--- src/rtl/adc_capture_pkg.sv ---
// -----------------------------------------------------------------------------
// adc_capture_pkg
// Shared definitions for the ADC frame capture sequencer:
//   - cap_state_e    : sequencer state encoding (visible on state_o)
//   - DEF_LEN_W      : default width of frame-length / sample counters
//   - DEF_NFR_W      : default width of frame-count config / counter
//   - MAX_LAST_DELAY : deepest converter latency the tlast pipeline supports
// -----------------------------------------------------------------------------
package adc_capture_pkg;

    typedef enum logic [1:0] {
        ST_IDLE    = 2'd0,
        ST_ARMED   = 2'd1,
        ST_CAPTURE = 2'd2,
        ST_DONE    = 2'd3
    } cap_state_e;

    localparam int DEF_LEN_W      = 16;
    localparam int DEF_NFR_W      = 8;
    localparam int MAX_LAST_DELAY = 19;

endpackage : adc_capture_pkg

--- src/rtl/adc_level_trigger.sv ---
// -----------------------------------------------------------------------------
// adc_level_trigger
// Signed threshold-crossing detector between consecutive valid samples.
// Only built when LEVEL_TRIG_EN is defined.
//
// Ports:
//   clk, rst      : clock, synchronous active-high reset
//   enable        : high while the sequencer is ARMED; low forgets the
//                   previous sample so a crossing never spans an ARMED entry
//   sample        : current ADC sample (signed)
//   sample_valid  : sample strobe
//   level         : signed threshold
//   rising        : 1 = prev < level <= cur, 0 = prev > level >= cur
//   trig          : single-cycle pulse on the crossing sample itself
// -----------------------------------------------------------------------------
module adc_level_trigger #(
    parameter int ADC_WIDTH = 16
) (
    input  logic                        clk,
    input  logic                        rst,
    input  logic                        enable,
    input  logic signed [ADC_WIDTH-1:0] sample,
    input  logic                        sample_valid,
    input  logic signed [ADC_WIDTH-1:0] level,
    input  logic                        rising,
    output logic                        trig
);

    logic signed [ADC_WIDTH-1:0] prev;
    logic                        prev_valid;

    // NOTE: state registers use non-blocking (<=) so every flop samples the
    // pre-edge values regardless of statement order; blocking here would
    // create order-dependent simulation and mismatch the synthesized netlist.
    always_ff @(posedge clk) begin
        if (rst) begin
            prev       <= '0;
            prev_valid <= 1'b0;
        end else if (!enable) begin
            prev_valid <= 1'b0;
        end else if (sample_valid) begin
            prev       <= sample;
            prev_valid <= 1'b1;
        end
    end

    // Combinational so the sequencer reacts on the crossing sample; the
    // sample after the crossing is then the first one captured.
    // NOTE: trig gets a default before any branch, otherwise paths that do
    // not assign it would infer a latch.
    always_comb begin
        trig = 1'b0;
        if (enable && sample_valid && prev_valid) begin
            if (rising) trig = (prev < level) && (level <= sample);
            else        trig = (prev > level) && (level >= sample);
        end
    end

endmodule : adc_level_trigger

--- src/rtl/adc_capture_ctrl.sv ---
// -----------------------------------------------------------------------------
// adc_capture_ctrl
// Frame capture sequencer between the ADC sample source and the ADC-to-AXIS
// packing converter. Arms on request, waits for a trigger, passes exactly
// cfg_frame_len valid samples per frame for cfg_num_frames frames, and builds
// a tlast aligned to the converter's delayed tvalid. Since the converter has
// no tready, lost beats are only reported through the sticky overflow flag.
//
// Build option: LEVEL_TRIG_EN adds trig_level / trig_rising and a signed
// threshold-crossing trigger ORed with sw_trig.
//
// Ports:
//   clk, rst         : clock, synchronous active-high reset
//   arm, abort       : session start (IDLE/DONE only) / return to IDLE
//   sw_trig          : software trigger
//   cfg_frame_len    : samples per frame (0 treated as 1), latched on arm
//   cfg_num_frames   : frames per session (0 = unlimited), latched on arm
//   adc_data_in/valid: raw sample stream
//   gate_data/valid  : gated, registered stream to the converter
//   m_tlast          : end of frame at the converter's output stage
//   m_tready         : downstream ready, observed at the aligned stage
//   state_o          : 0=IDLE 1=ARMED 2=CAPTURE 3=DONE
//   frames_done      : completed frames this session (saturating)
//   overflow         : sticky, aligned beat seen while m_tready was low
//   aborted          : sticky, abort landed in the middle of a frame
// -----------------------------------------------------------------------------
module adc_capture_ctrl
    import adc_capture_pkg::*;
#(
    parameter int ADC_WIDTH  = 16,
    parameter int LEN_W      = DEF_LEN_W,
    parameter int NFR_W      = DEF_NFR_W,
    parameter int LAST_DELAY = 3
) (
    input  logic                        clk,
    input  logic                        rst,
    input  logic                        arm,
    input  logic                        abort,
    input  logic                        sw_trig,
    input  logic [LEN_W-1:0]            cfg_frame_len,
    input  logic [NFR_W-1:0]            cfg_num_frames,
    input  logic [ADC_WIDTH-1:0]        adc_data_in,
    input  logic                        adc_data_valid,
`ifdef LEVEL_TRIG_EN
    input  logic signed [ADC_WIDTH-1:0] trig_level,
    input  logic                        trig_rising,
`endif
    output logic [ADC_WIDTH-1:0]        gate_data,
    output logic                        gate_valid,
    output logic                        m_tlast,
    input  logic                        m_tready,
    output logic [1:0]                  state_o,
    output logic [NFR_W-1:0]            frames_done,
    output logic                        overflow,
    output logic                        aborted
);

    cap_state_e              state;
    logic [LEN_W-1:0]        len_q;
    logic [NFR_W-1:0]        nfr_q;
    logic [LEN_W-1:0]        sample_cnt;
    logic                    last_int;
    logic [LAST_DELAY-1:0]   last_pipe;
    logic [LAST_DELAY-1:0]   valid_pipe;
    logic                    v_al;

    logic                    trig;
    logic                    pass;
    logic                    frame_end;
    logic                    session_end;

`ifdef LEVEL_TRIG_EN
    logic lvl_trig;

    adc_level_trigger #(
        .ADC_WIDTH (ADC_WIDTH)
    ) u_level_trigger (
        .clk          (clk),
        .rst          (rst),
        .enable       (state == ST_ARMED),
        .sample       (adc_data_in),
        .sample_valid (adc_data_valid),
        .level        (trig_level),
        .rising       (trig_rising),
        .trig         (lvl_trig)
    );

    assign trig = sw_trig | lvl_trig;
`else
    assign trig = sw_trig;
`endif

    // Abort takes priority, so a sample in the abort cycle is never passed.
    // frames_done + 1 cannot wrap before matching a nonzero nfr_q, because
    // reaching nfr_q ends the session.
    always_comb begin
        pass        = (state == ST_CAPTURE) && adc_data_valid && !abort;
        frame_end   = pass && (sample_cnt == len_q - LEN_W'(1));
        session_end = frame_end && (nfr_q != '0) &&
                      (frames_done + NFR_W'(1) == nfr_q);
    end

    assign state_o = state;
    assign m_tlast = last_pipe[LAST_DELAY-1];
    assign v_al    = valid_pipe[LAST_DELAY-1];

    always_ff @(posedge clk) begin
        if (rst) begin
            state       <= ST_IDLE;
            len_q       <= '0;
            nfr_q       <= '0;
            sample_cnt  <= '0;
            frames_done <= '0;
            overflow    <= 1'b0;
            aborted     <= 1'b0;
            gate_data   <= '0;
            gate_valid  <= 1'b0;
            last_int    <= 1'b0;
            // NOTE: the delay pipeline is a small flop shift register, not a
            // RAM, so it is reset; a stale tlast after reset would corrupt
            // the first downstream frame.
            last_pipe   <= '0;
            valid_pipe  <= '0;
        end else begin
            gate_valid <= pass;
            last_int   <= frame_end;
            if (pass) gate_data <= adc_data_in;

            // Never flushed by abort: frames already in flight complete.
            last_pipe[0]  <= last_int;
            valid_pipe[0] <= gate_valid;
            for (int i = 1; i < LAST_DELAY; i++) begin
                last_pipe[i]  <= last_pipe[i-1];
                valid_pipe[i] <= valid_pipe[i-1];
            end

            if (abort) begin
                if (state == ST_CAPTURE && sample_cnt != '0) aborted <= 1'b1;
                state       <= ST_IDLE;
                sample_cnt  <= '0;
                frames_done <= '0;
            end else begin
                unique case (state)
                    ST_IDLE, ST_DONE: begin
                        if (arm) begin
                            len_q       <= (cfg_frame_len == '0) ? LEN_W'(1)
                                                                 : cfg_frame_len;
                            nfr_q       <= cfg_num_frames;
                            sample_cnt  <= '0;
                            frames_done <= '0;
                            overflow    <= 1'b0;
                            aborted     <= 1'b0;
                            state       <= ST_ARMED;
                        end
                    end
                    ST_ARMED: begin
                        if (trig) state <= ST_CAPTURE;
                    end
                    ST_CAPTURE: begin
                        if (frame_end) begin
                            sample_cnt <= '0;
                            if (frames_done != '1)
                                frames_done <= frames_done + NFR_W'(1);
                            state <= session_end ? ST_DONE : ST_ARMED;
                        end else if (pass) begin
                            sample_cnt <= sample_cnt + LEN_W'(1);
                        end
                    end
                endcase
            end

            // Placed after the arm clear: a lost beat in the arm cycle is kept.
            if (v_al && !m_tready) overflow <= 1'b1;
        end
    end

endmodule : adc_capture_ctrl

--- config.mk ---
export PLATFORM = sky130hd
export DESIGN_NAME = adc_capture_ctrl
export DESIGN_NICKNAME = d
export VERILOG_FILES = /design/src/rtl/adc_capture_pkg.sv /design/src/rtl/adc_level_trigger.sv /design/src/rtl/adc_capture_ctrl.sv
export SDC_FILE = /design/constraint.sdc
export NUM_CORES = 1
export LEC_CHECK = 0
export BUFFER_PORTS_ARGS = -buffer_cell sky130_fd_sc_hd__buf_4
export CORE_MARGIN = 8
export CORE_UTILIZATION = 35
export DETAILED_ROUTE_END_ITERATION = 8
export PLACE_DENSITY = 0.6
export SLEW_MARGIN = 10
export SYNTH_ARGS = -nofsm -noshare
export SYNTH_HDL_FRONTEND = slang
export SYNTH_SLANG_ARGS = --single-unit
export TNS_END_PERCENT = 10
--- constraint.sdc ---
create_clock -name clk -period 6.9 [get_ports clk]
set_input_delay 0.345 -clock clk [delete_from_list [all_inputs] [get_ports clk]]
set_output_delay 0.345 -clock clk [all_outputs]
set_load 0.005 [all_outputs]
==> summary.txt <==
Outcome
  – Outcome: finished clean

Floorplan
  – Die ar.: 14700 um^2
  – Die Wd: 121 um
  – Core area: 10800 um^2
  – Ports: 77
  – Die H: 121 um
  – Initial Util: 0.358
  – Num rows: 38

Placement
  – Routability cong.: 0.839
  – Setup Slack @ Placement: roughly 3.3 ns
  – Dpl hpwl: ~7900 um
  – PortBufs: 76

Worst setup path
  – Crit path from: state_o[0]
  – Worst-case reg-to-reg path depth: 9
  – Max incr delay on CP: 0.63 ns
  – CP required: 7.12 ns
  – CP Launch Type: flop
  – Crit. End Element: flop
  – Critical-path maximum fanout: 17
  – Crit path kind: flop to flop
  – Worst R2R End: sample_cnt[3]
  – R2r setup slk: 3.31 ns
  – R2r startpoint: state_o[0]
  – Data arrival time of the critical path: 3.81 ns
  – Crit-path cells: inv_1, ha_1, and3b_1, nand3_1, a211oi_1, o211ai_1, a211oi_2, o21a_1, nor3_1
  – Largest delay contributor family on the critical path: compound AO/OA/AOI/OAI gates
  – Count of buffer and inverter cells on the critical path: 1
  – Slowest stage cell, crit path: and3b_1

STA
  – Slew headroom: 0.364
  – Unrepaired setup endpoints after global routing: no
  – Final Max Slew Viols: 0
  – Clk_skew: 0.00946 ns
  – Least-Margin Pin Slew: between 0.9 and 1 ns
  – Final worst path period need: 3.59 ns
  – Final Setup Violations: 0
  – Fmax: 278 MHz
  – Final worst slack: between 3 and 4 ns
  – Setup TNS: 0 ns
  – Period utilization: 0.521
  – Fin. Hold Viols: 0

Worst hold path
  – Hold Crit Depth: 3
  – Hold Startpoint: adc_data_in[6]
  – Worst hold path endpoint: gate_data[6]
  – Min-Delay Path Class: input port to flop

CTS
  – Post_cts resized: 0
  – Root Driver: clkbuf_8
  – TritonCTS clock tree: done
  – Number of hold buffers added after CTS: 0
  – Post-CTS Setup Bufs: 0
  – CTS max path bufs: 2
  – CTS sink cnt: 76
  – H-tree depth: 3
  – TritonCTS Buffers: 9
  – Clock Latency Late Sink: 0.35 ns
  – Clk slew on worst S/H paths: 0.08 ns

Cells and area
  – Layout cells sized above 1: 0.194
  – Layout Utilization: 0.440
  – Area Growth Syn to Fin: 23.1%
  – Antenna cell count: 0
  – Fillers: around 1100
  – Nets: about 600

Power and ir drop
  – Maximum vdd drop: 0.109 mV
  – Leakage power figure: 1.81 nW
  – Pwr dens: 206 nW/um^2

Synth
  – Count of cell types in the netlist: 55
  – Post-synthesis register bit count: between 70 and 80
  – Top_reg_cell synth: dfxtp_1
  – Syn avg cell area: 8.05 um^2
  – Most common cell in the netlist: nand2_1
  – Synth Net Count: 534
  – Register area share after synthesis: 0.394
  – Top cell type's share of synthesized area: 0.394
  – Ys Warns: 0
  – Post-Synthesis Cells: 480
  – Post-synth design cell area: 3860 um^2
  – Async S/R FF share, synth: 0
  – Synth cell count leaders: nand2_1 (93), dfxtp_1 (76), a21oi_1 (48)
  – Top post-synthesis cells by area: dfxtp_1 (39%), nand2_1 (9.0%), a21oi_1 (6.2%)
  – Post-synth EDFFs: 0
  – Leading area contributor after synthesis: dfxtp_1

Routing
  – # DRC: 0
  – Drt total wl: 10500 um
  – DRT Pass-1 Iters: 4
  – DRT iter0 DRCs: 164
  – Per-cell routed wire length: 15.4 um
  – DR vias: 3547
  – Antenna-violating nets left: 0
  – Via/cell ratio: 5.17

Run
  – Max-cap check violation count: 0

Global route
  – Initial antenna violation count: 0
  – Largest net degree at the start of global routing: 53
  – GRT overflow: 0
  – First-pass GRT wire length: between 15000 and 20000 um
  – Vias in the first global route: 3522
  – GRT Util Overall: 0.147
stage by stage:
stage,hold WS [ns],total power [mW],cell area [um^2],instances
floorplan,0.414,0.533,3860,480
global placement,0.420,0.569,4510,670
detailed placement,0.427,0.571,4510,670
CTS,0.222,0.990,4750,686
global route,0.222,1.02,4750,686
finish,0.237,0.980,4750,686
routing by layer:
metal / vias up / track usage / wire length [um]
met5: - / 0 / 0
met4: 0 / 0.0515 / 76
met3: 4 / 0.0521 / 782
met2: 89 / 0.227 / 4810
met1: 1642 / 0.184 / 4870
li1: 1812 / - / -
worst max-delay path by stage:
stage                                 to  slack, ns  cells after the start
after floorplan           frames_done[3]       4.16                      9
after global placement     sample_cnt[5]       3.46                      9
after detailed placement   sample_cnt[9]       3.34                      9
after CTS                  sample_cnt[3]       3.32                      9
after global routing       sample_cnt[5]       2.91                      9
final                      sample_cnt[3]       3.31                      9
where the power goes:
group | leakage, nW | switching [mW] | internal [mW] | total (mW)
registers | 0.615 | 0.00879 | 0.445 | 0.454
clock network | 0.120 | 0.177 | 0.243 | 0.419
logic | 1.07 | 0.0571 | 0.0493 | 0.106
layout by cell type (no fill, tap or decap), types with 9 or more instances in the layout:
cell type / instances
a21oi_1: 48
buf_4: 77
clkbuf_8: 9
dfxtp_1: 76
inv_1: 11
nand2_1: 93
nand3_1: 13
nand4_1: 13
nor2_1: 25
nor3_1: 25
xnor2_1: 23
xor2_1: 21
cell families (layout without fill, tap and decap cells):
family	after synthesis	after routing	synth area share
DFF	76	76	0.394
AOI/OAI and AO/OA	97	97	0.162
and+or+nand+nor	213	213	0.267
muxes	3	3	0.00810
adders and majority gates	7	7	0.0227
xor gates and xnor gates	45	45	0.106
buffers and inverters	39	105	0.0402
cell type report:
| cell class | instances | area [um^2] | area share |
|---|---|---|---|
| clock inverters | 7 | 124 | 0.0261 |
| clock buffers | 9 | 124 | 0.0261 |
| repair buffers | 77 | 578 | 0.122 |
| flip-flops and latches | 76 | 1520 | 0.320 |
| well taps | 140 | 175 | 0.0369 |
| multi-input cells | 365 | 2190 | 0.460 |
| inverters | 12 | 45.0 | 0.00948 |
state kept, by name, indices dropped and copies added (netlist names):
signal and cells:
aborted 1, frames_done 8, gate_data 16, gate_valid 1, last_int 1, last_pipe 3
len_q 16, nfr_q 8, overflow 1, sample_cnt 16, state_o 2, valid_pipe 3
worst register-to-register path, stage by stage (launching register included):
cell and delay (ns):
dfxtp_1 0.36, inv_1 0.07, ha_1 0.48, and3b_1 0.63, nand3_1 0.15, a211oi_1 0.32, o211ai_1 0.21, a211oi_2 0.62
o21a_1 0.51, nor3_1 0.11
No activity file was read; power rests on OpenSTA's default activity.
